### config.mk
export PLATFORM = sky130hd
export DESIGN_NAME = mul_sequencer_flat
export DESIGN_NICKNAME = d
export VERILOG_FILES = /design/src/rtl/mul_pkg.sv /design/src/rtl/mul_sequencer_if.sv /design/src/rtl/mul_shift_add_dp.sv /design/src/rtl/mul_sequencer.sv /design/src/flat_wrapper.sv
export SDC_FILE = /design/constraint.sdc
export NUM_CORES = 1
export LEC_CHECK = 0
export ABC_AREA = 1
export CAP_MARGIN = 20
export CORE_ASPECT_RATIO = 0.7
export CORE_MARGIN = 4
export CORE_UTILIZATION = 23
export DETAILED_ROUTE_END_ITERATION = 6
export GPL_TIMING_DRIVEN = 0
export SYNTH_ARGS = -nofsm -noshare
export SYNTH_HDL_FRONTEND = slang
export SYNTH_HIERARCHICAL = 1
export SYNTH_SLANG_ARGS = --single-unit
export TNS_END_PERCENT = 1
### constraint.sdc
create_clock -name clk -period 1.97 [get_ports clk]
set_input_delay 0.2955 -clock clk [delete_from_list [all_inputs] [get_ports clk]]
set_output_delay 0.2955 -clock clk [all_outputs]
set_load 0.05 [all_outputs]
### src/rtl/mul_pkg.sv
// Shared definitions for the sequential multiplier: instruction encodings,
// FSM states and default iteration count.
package mul_pkg;

  localparam int MUL_ITERS = 16;

  typedef enum logic [1:0] {
    MT_MULI  = 2'd0,
    MT_MULR  = 2'd1,
    MT_MULSI = 2'd2,
    MT_MULSR = 2'd3
  } mul_type_e;

  typedef enum logic [1:0] {
    S_IDLE = 2'd0,
    S_ITER = 2'd1,
    S_SIGN = 2'd2,
    S_WB   = 2'd3
  } mul_state_e;

  function automatic logic is_signed_type(input logic [1:0] t);
    return (t == MT_MULSI) || (t == MT_MULSR);
  endfunction

endpackage

### src/rtl/mul_sequencer_if.sv
// Decode/writeback bus between the pipeline and the multiply sequencer.
interface mul_sequencer_if
  import mul_pkg::*;
#(
  parameter int MUL_W = MUL_ITERS
);
  logic               mul_trigger;
  logic [1:0]         mul_type;
  logic [3:0]         dest_reg;
  logic [MUL_W-1:0]   op_a;
  logic [MUL_W-1:0]   op_b;
  logic               set_flags;
  logic               flush;
  logic               stall;
  logic               busy;
  logic               wr_en;
  logic [3:0]         wr_addr;
  logic [MUL_W-1:0]   wr_data;
  logic [2*MUL_W-1:0] product;
  logic               flag_we;
  logic               flag_z;
  logic               flag_n;

  modport master (
    output mul_trigger, mul_type, dest_reg, op_a, op_b, set_flags, flush,
    input  stall, busy, wr_en, wr_addr, wr_data, product, flag_we, flag_z, flag_n
  );

  modport slave (
    input  mul_trigger, mul_type, dest_reg, op_a, op_b, set_flags, flush,
    output stall, busy, wr_en, wr_addr, wr_data, product, flag_we, flag_z, flag_n
  );
endinterface

### src/rtl/mul_shift_add_dp.sv
// Shift-add datapath: unsigned magnitude multiply, one partial product per
// step, with an optional two's-complement negate on the result.
module mul_shift_add_dp #(
  parameter int MUL_W = 16
) (
  input  logic               i_clk,
  input  logic               i_rst_n,
  input  logic               i_load,
  input  logic               i_step,
  input  logic               i_neg,
  input  logic [MUL_W-1:0]   i_a,
  input  logic [MUL_W-1:0]   i_b,
  output logic [2*MUL_W:0]   o_result
);
  localparam int AW = 2 * MUL_W + 1;

  logic [AW-1:0]      r_acc;
  logic [2*MUL_W-1:0] r_mcand;
  logic [MUL_W-1:0]   r_mplier;
  logic               r_neg;

  // Load operands on accept, then add the shifted multiplicand per multiplier bit
  always_ff @(posedge i_clk or negedge i_rst_n) begin
    if (!i_rst_n) begin
      r_acc    <= '0;
      r_mcand  <= '0;
      r_mplier <= '0;
      r_neg    <= 1'b0;
    end else if (i_load) begin
      r_acc    <= '0;
      r_mcand  <= {{MUL_W{1'b0}}, i_a};
      r_mplier <= i_b;
      r_neg    <= i_neg;
    end else if (i_step) begin
      if (r_mplier[0]) begin
        r_acc <= r_acc + {1'b0, r_mcand};
      end
      r_mcand  <= r_mcand << 1;
      r_mplier <= r_mplier >> 1;
    end
  end

  // Sign fix-up applied to the full-width accumulator
  always_comb begin
    o_result = r_neg ? (~r_acc + AW'(1)) : r_acc;
  end
endmodule

### src/rtl/mul_sequencer.sv
// Multi-cycle multiply sequencer: accepts a multiply from decode, runs
// MUL_W shift-add steps, fixes the sign, then writes back for one cycle.
module mul_sequencer
  import mul_pkg::*;
#(
  parameter int MUL_W = MUL_ITERS
) (
  input  logic           clk,
  input  logic           rst,
  mul_sequencer_if.slave bus
);
  localparam logic [4:0] LAST_CNT = 5'(MUL_W - 1);

  mul_state_e         r_state;
  mul_state_e         w_next;
  logic [4:0]         r_cnt;
  logic [3:0]         r_dest;
  logic               r_set_flags;
  logic [2*MUL_W-1:0] r_product;
  logic               r_flag_z;
  logic               r_flag_n;

  logic               w_accept;
  logic               w_step;
  logic               w_commit;
  logic               w_signed;
  logic               w_neg;
  logic [MUL_W-1:0]   w_a_mag;
  logic [MUL_W-1:0]   w_b_mag;
  logic [2*MUL_W:0]   w_result;

  // Operand conditioning: signed types pass magnitudes plus a result-sign bit
  always_comb begin
    w_signed = is_signed_type(bus.mul_type);
    w_a_mag  = (w_signed && bus.op_a[MUL_W-1]) ? (~bus.op_a + MUL_W'(1)) : bus.op_a;
    w_b_mag  = (w_signed && bus.op_b[MUL_W-1]) ? (~bus.op_b + MUL_W'(1)) : bus.op_b;
    w_neg    = w_signed && (bus.op_a[MUL_W-1] ^ bus.op_b[MUL_W-1]);
  end

  mul_shift_add_dp #(.MUL_W(MUL_W)) u_dp (
    .i_clk    (clk),
    .i_rst_n  (rst),
    .i_load   (w_accept),
    .i_step   (w_step),
    .i_neg    (w_neg),
    .i_a      (w_a_mag),
    .i_b      (w_b_mag),
    .o_result (w_result)
  );

  // State register
  always_ff @(posedge clk or negedge rst) begin
    if (!rst) r_state <= S_IDLE;
    else      r_state <= w_next;
  end

  // Next-state and control strobes; flush aborts ITER/SIGN but not WB
  always_comb begin
    w_next   = r_state;
    w_accept = 1'b0;
    w_step   = 1'b0;
    w_commit = 1'b0;
    unique case (r_state)
      S_IDLE: begin
        if (bus.mul_trigger && !bus.flush) begin
          w_accept = 1'b1;
          w_next   = S_ITER;
        end
      end
      S_ITER: begin
        if (bus.flush) begin
          w_next = S_IDLE;
        end else begin
          w_step = 1'b1;
          if (r_cnt == LAST_CNT) w_next = S_SIGN;
        end
      end
      S_SIGN: begin
        if (bus.flush) begin
          w_next = S_IDLE;
        end else begin
          w_commit = 1'b1;
          w_next   = S_WB;
        end
      end
      S_WB:    w_next = S_IDLE;
      default: w_next = S_IDLE;
    endcase
  end

  // Iteration counter, latched request fields and the committed result
  always_ff @(posedge clk or negedge rst) begin
    if (!rst) begin
      r_cnt       <= '0;
      r_dest      <= '0;
      r_set_flags <= 1'b0;
      r_product   <= '0;
      r_flag_z    <= 1'b0;
      r_flag_n    <= 1'b0;
    end else begin
      if (w_accept) begin
        r_cnt       <= '0;
        r_dest      <= bus.dest_reg;
        r_set_flags <= bus.set_flags;
      end else if (w_step) begin
        r_cnt <= r_cnt + 5'd1;
      end
      if (w_commit) begin
        r_product <= w_result[2*MUL_W-1:0];
        r_flag_z  <= (w_result == '0);
        r_flag_n  <= w_result[2*MUL_W-1];
      end
    end
  end

  assign bus.busy    = (r_state != S_IDLE);
  assign bus.stall   = (r_state != S_IDLE) || bus.mul_trigger;
  assign bus.wr_en   = (r_state == S_WB);
  assign bus.flag_we = (r_state == S_WB) && r_set_flags;
  assign bus.wr_addr = r_dest;
  assign bus.wr_data = r_product[MUL_W-1:0];
  assign bus.product = r_product;
  assign bus.flag_z  = r_flag_z;
  assign bus.flag_n  = r_flag_n;
endmodule

### src/flat_wrapper.sv
// flat-port wrapper written by rule: the top's interface ports become plain ports
module mul_sequencer_flat import mul_pkg::*;
#(
  parameter int MUL_W = MUL_ITERS
)
  (clk, rst, bus_mul_trigger, bus_mul_type, bus_dest_reg, bus_op_a, bus_op_b, bus_set_flags, bus_flush, bus_stall, bus_busy, bus_wr_en, bus_wr_addr, bus_wr_data, bus_product, bus_flag_we, bus_flag_z, bus_flag_n);
  mul_sequencer_if #(.MUL_W(MUL_W)) bus_i ();
  input  logic clk;
  input  logic rst;
  input wire logic [$bits(bus_i.mul_trigger)-1:0] bus_mul_trigger;
  input wire logic [$bits(bus_i.mul_type)-1:0] bus_mul_type;
  input wire logic [$bits(bus_i.dest_reg)-1:0] bus_dest_reg;
  input wire logic [$bits(bus_i.op_a)-1:0] bus_op_a;
  input wire logic [$bits(bus_i.op_b)-1:0] bus_op_b;
  input wire logic [$bits(bus_i.set_flags)-1:0] bus_set_flags;
  input wire logic [$bits(bus_i.flush)-1:0] bus_flush;
  output wire logic [$bits(bus_i.stall)-1:0] bus_stall;
  output wire logic [$bits(bus_i.busy)-1:0] bus_busy;
  output wire logic [$bits(bus_i.wr_en)-1:0] bus_wr_en;
  output wire logic [$bits(bus_i.wr_addr)-1:0] bus_wr_addr;
  output wire logic [$bits(bus_i.wr_data)-1:0] bus_wr_data;
  output wire logic [$bits(bus_i.product)-1:0] bus_product;
  output wire logic [$bits(bus_i.flag_we)-1:0] bus_flag_we;
  output wire logic [$bits(bus_i.flag_z)-1:0] bus_flag_z;
  output wire logic [$bits(bus_i.flag_n)-1:0] bus_flag_n;
  assign bus_i.mul_trigger = bus_mul_trigger;
  assign bus_i.mul_type = bus_mul_type;
  assign bus_i.dest_reg = bus_dest_reg;
  assign bus_i.op_a = bus_op_a;
  assign bus_i.op_b = bus_op_b;
  assign bus_i.set_flags = bus_set_flags;
  assign bus_i.flush = bus_flush;
  assign bus_stall = bus_i.stall;
  assign bus_busy = bus_i.busy;
  assign bus_wr_en = bus_i.wr_en;
  assign bus_wr_addr = bus_i.wr_addr;
  assign bus_wr_data = bus_i.wr_data;
  assign bus_product = bus_i.product;
  assign bus_flag_we = bus_i.flag_we;
  assign bus_flag_z = bus_i.flag_z;
  assign bus_flag_n = bus_i.flag_n;
  mul_sequencer #(.MUL_W(MUL_W)) u_core (.clk(clk), .rst(rst), .bus(bus_i));
endmodule
==> impl_metrics.prom <==
# TYPE chip_impl_metric gauge
chip_impl_info{name="netlist_top_cells_area",value="sky130_fd_sc_hd__dfrtp_1 (33%), sky130_fd_sc_hd__nand2_1 (20%), sky130_fd_sc_hd__inv_1 (9.1%)"} 1
chip_impl_metric{name="share_of_the_clock_period_used_by_the_worst_path",unit="%"} 111.3
chip_impl_info{name="worst_path_most_repeated_cell",value="sky130_fd_sc_hd__nand3_1"} 1
chip_impl_metric{name="grt_overflow_total",unit=""} 0
chip_impl_metric{name="start_util",unit="%"} 23.25
chip_impl_info{name="crit_chain",value="inv_2 > ha_4 > nand3_4 > nor2_4 > nand4_4 > o21ai_4 > buf_4 > xor2_1 > inv_1 > nand3_1 > nor2_2 > nand3_1 > o21bai_1"} 1
chip_impl_metric{name="fin_ws",unit="ps"} -223.3
chip_impl_metric{name="critical_path_required",unit="ps"} 2310
chip_impl_metric{name="vdd_drop_max",unit="mV"} 1.153
chip_impl_metric{name="timing_max_transition_violations_final",unit=""} 0
chip_impl_metric{name="synth_top_area_share",unit="%"} 33.38
chip_impl_metric{name="yosys.cell_types.count",unit=""} 47
chip_impl_metric{name="netlist_area",unit="um^2"} 9522
chip_impl_info{name="grt_setup_unrepaired",value="yes"} 1
chip_impl_metric{name="antenna_cells",unit=""} 0
chip_impl_info{name="critical-path-slowest-cell",value="sky130_fd_sc_hd__dfrtp_1"} 1
chip_impl_metric{name="clk_latency",unit="ps"} 430
chip_impl_metric{name="preCtsSetupSlack",unit="ps"} -936.1
chip_impl_info{name="critical_path_class",value="reg2reg"} 1
chip_impl_metric{name="clockBufferDepth",unit=""} 2
chip_impl_metric{name="first_global_vias",unit=""} 8623
chip_impl_metric{name="power_density",unit="nW/um^2"} 1515
chip_impl_metric{name="achievable_freq",unit="MHz"} 455.9
chip_impl_info{name="most-common-layout-cells",value="sky130_fd_sc_hd__nand2_1 (477), sky130_fd_sc_hd__inv_1 (231), sky130_fd_sc_hd__dfrtp_1 (118)"} 1
chip_impl_metric{name="worst_path_arrival",unit="ps"} 2540
chip_impl_metric{name="via_per_inst",unit=""} 4.429
chip_impl_info{name="status",value="finished with violations"} 1
chip_impl_metric{name="number_of_levels_the_h_tree_was_split_into",unit=""} 4
chip_impl_metric{name="placement_rows",unit=""} 62
chip_impl_metric{name="final_design_area_no_fill",unit="um^2"} 12370
chip_impl_metric{name="postRouteAntennaNets",unit=""} 0
chip_impl_info{name="timing.critical_path.to_type",value="flop"} 1
chip_impl_metric{name="die_width",unit="um"} 251.2
chip_impl_metric{name="cts_made_buffers",unit=""} 17
chip_impl_metric{name="area.growth.synth_to_final",unit="%"} 29.88
chip_impl_metric{name="timing.clock.skew",unit="ps"} 12.13
chip_impl_metric{name="grt_max_degree",unit=""} 87
chip_impl_info{name="final_common_cell",value="sky130_fd_sc_hd__nand2_1"} 1
chip_impl_metric{name="via_count",unit=""} 9403
chip_impl_metric{name="wl",unit="um"} 28460
chip_impl_metric{name="synth_area_per_cell",unit="um^2"} 6.631
chip_impl_metric{name="antenna_found_initial",unit=""} 0
chip_impl_metric{name="gpl.final_weighted_congestion",unit=""} 0.8989
chip_impl_info{name="clock_tree_from_tritoncts",value="yes"} 1
chip_impl_metric{name="synth_seq_area_share",unit="%"} 33.38
chip_impl_metric{name="synth_seq_cells",unit=""} 127
chip_impl_metric{name="cts_sinks",unit=""} 127
chip_impl_metric{name="io-pin-count",unit=""} 101
chip_impl_metric{name="die_height",unit="um"} 178.2
chip_impl_metric{name="slowest_delay",unit="ps"} 390
chip_impl_metric{name="synth_cells",unit=""} 1436
chip_impl_metric{name="area_of_the_die",unit="um^2"} 44770
chip_impl_metric{name="worst_slew_margin_rel",unit="%"} 65.05
chip_impl_metric{name="finalSetupViolCount",unit=""} 13
chip_impl_info{name="yosysTopAreaCell",value="sky130_fd_sc_hd__dfrtp_1"} 1
chip_impl_metric{name="final-hold-violation-count",unit=""} 0
chip_impl_metric{name="drt_iter0_drc",unit=""} 700
chip_impl_metric{name="globalRouteTotalUtil",unit="%"} 12.53
chip_impl_metric{name="drc_errors",unit=""} 0
chip_impl_info{name="synth_flop_cell",value="sky130_fd_sc_hd__dfrtp_1"} 1
chip_impl_metric{name="detailed_routing_iteration_count_for_the_pre_antenna_repair_pass",unit=""} 5
chip_impl_metric{name="grt_pass1_wl",unit="um"} 45260
chip_impl_info{name="worstHoldPathType",value="in2async"} 1
chip_impl_metric{name="timing.critical_path.fanout_max",unit=""} 5
chip_impl_metric{name="maxCapViolations",unit=""} 0
chip_impl_metric{name="placed_cell_area",unit="um^2"} 11220
chip_impl_metric{name="core_area",unit="um^2"} 40960
chip_impl_metric{name="finalCriticalPeriod",unit="ps"} 2193
chip_impl_metric{name="synth_nets",unit=""} 1517
chip_impl_info{name="cts-root-buf",value="sky130_fd_sc_hd__clkbuf_16"} 1
chip_impl_metric{name="final_layout_net_count",unit=""} 1647
chip_impl_metric{name="place.detailed.hpwl",unit="um"} 22690
chip_impl_metric{name="place.port_buffers",unit=""} 99
chip_impl_info{name="critical-path-top-delay-family",value="simple AND/OR/NAND/NOR gates"} 1
chip_impl_metric{name="power_leakage",unit="nW"} 6.489
chip_impl_info{name="violated_checks",value="negative setup slack"} 1
chip_impl_metric{name="path_clk_slew",unit="ps"} 70
chip_impl_metric{name="worstPathBufferInverterCount",unit=""} 3
chip_impl_metric{name="synth_edf_count",unit=""} 0
chip_impl_metric{name="final_layout_size_suffix_gt1_share",unit="%"} 15.01
chip_impl_metric{name="worst-slew-pin-transition",unit="ps"} 523.5
chip_impl_metric{name="p_total",unit="mW"} 18.74
chip_impl_metric{name="async_reset_ff_share",unit="%"} 100.0
chip_impl_metric{name="route.detailed.wl_per_inst",unit="um"} 13.40
chip_impl_info{name="worst_setup_path_start_kind",value="flop"} 1
chip_impl_metric{name="yosysWarnings",unit=""} 6
-- layout make-up --
type	instances	area [um^2]
clock buffer	21	460.4
multi-input combinational	1015	5485
timing repair buffer	111	1087
sequential	127	3189
buffer	48	344.1
inverter	246	943.4
clock inverter	11	176.4
fill	4434	28590
tap	544	680.7
-- metrics by stage --
stage / hold WS, ps / std cells / util, % / setup TNS [ps]
6_report: 381.7 / 2123 / 30.19 / -820.7
5_1_grt: 413.6 / 2123 / 30.19 / -4315
4_1_cts: 365.8 / 2113 / 29.12 / -1518
3_5_place_dp: 249.4 / 2080 / 27.40 / -48450
3_3_place_gp: 458.4 / 2079 / 27.33 / -631590
2_1_floorplan: -0.09107 / 1436 / - / 0
-- Yosys cell counts (8+ instances only) --
master and number:
sky130_fd_sc_hd__inv_1 232, sky130_fd_sc_hd__buf_2 17, sky130_fd_sc_hd__nand2_1 498, sky130_fd_sc_hd__a21oi_1 41, sky130_fd_sc_hd__o21ai_0 49, sky130_fd_sc_hd__nand3b_1 8
sky130_fd_sc_hd__o21ai_1 28, sky130_fd_sc_hd__dfrtp_1 127, sky130_fd_sc_hd__buf_4 21, sky130_fd_sc_hd__xor2_1 33, sky130_fd_sc_hd__nand2_2 13, sky130_fd_sc_hd__nor2_2 14
sky130_fd_sc_hd__nand3_1 78, sky130_fd_sc_hd__o221ai_1 26, sky130_fd_sc_hd__nor2_1 105, sky130_fd_sc_hd__nand4_1 11, sky130_fd_sc_hd__nor3_1 14, sky130_fd_sc_hd__xnor2_1 12
sky130_fd_sc_hd__inv_2 12, sky130_fd_sc_hd__ha_1 37
-- registers in the layout, summed over array words and instances (netlist names), 2 cells and up --
signal,count
u_core/u_dp/r_mplier,16
u_core/bus.wr_addr,4
u_core/u_dp/r_acc,33
u_core/r_cnt,5
u_core/r_state,2
u_core/u_dp/r_mcand,32
u_core/bus.product,32
-- power by group --
part	switching (mW)	total (mW)	internal, mW
logic	7.06	10.9	3.85
registers	0.868	4.37	3.50
clock network	1.26	3.46	2.20
total	9.19	18.7	9.55
-- worst paths after layout --
path,start,to,slack [ps],depth (start not counted)
hold reg to reg,u_core/r_cnt[3],u_core/r_cnt[3],480,1
hold / removal,rst,u_core/u_dp/r_acc[30],380,2
setup / recovery,u_core/u_dp/r_acc[1],u_core/bus.flag_z,-220,13
min in group clk,bus_dest_reg[3],u_core/bus.wr_addr[3],400,3
setup reg to reg,u_core/u_dp/r_acc[1],u_core/bus.flag_z,-220,13
max in group asynchronous,rst,u_core/bus.flag_z,790,3
-- repair_timing --
| action | in CTS | in global routing |
|---|---|---|
| buffers inserted | 0 | 10 |
| hold buffers | 1 | 0 |
| endpoints found under the hold margin | 41 | 0 |
| gates resized for setup | 57 | 108 |
| pin swaps | 1 | 21 |
| setup endpoints to repair | 101 | 88 |
-- kinds of logic (layout without fill, tap and decap cells) --
kind of cell,count (synthesis),in the layout,synth area share (%)
XOR/XNOR,45,45,4.139
adder cells (fa/ha/maj),38,38,5.072
flip-flops,127,127,33.38
buffers and inverters,294,437,12.88
AND/OR/NAND/NOR,763,763,33.90
AO/OA/AOI/OAI,169,169,10.63
-- routing by layer --
| layer | part of all wire [%] | vias up | GRT usage [%] |
|---|---|---|---|
| li1 | - | 4773 | - |
| met1 | 52 | 4365 | 18.65 |
| met2 | 40 | 243 | 17.83 |
| met3 | 6.7 | 22 | 3.600 |
| met4 | 1.1 | 0 | 2.772 |
| met5 | 0 | - | 0 |
Note: power is estimated with default switching activity, not from simulation.
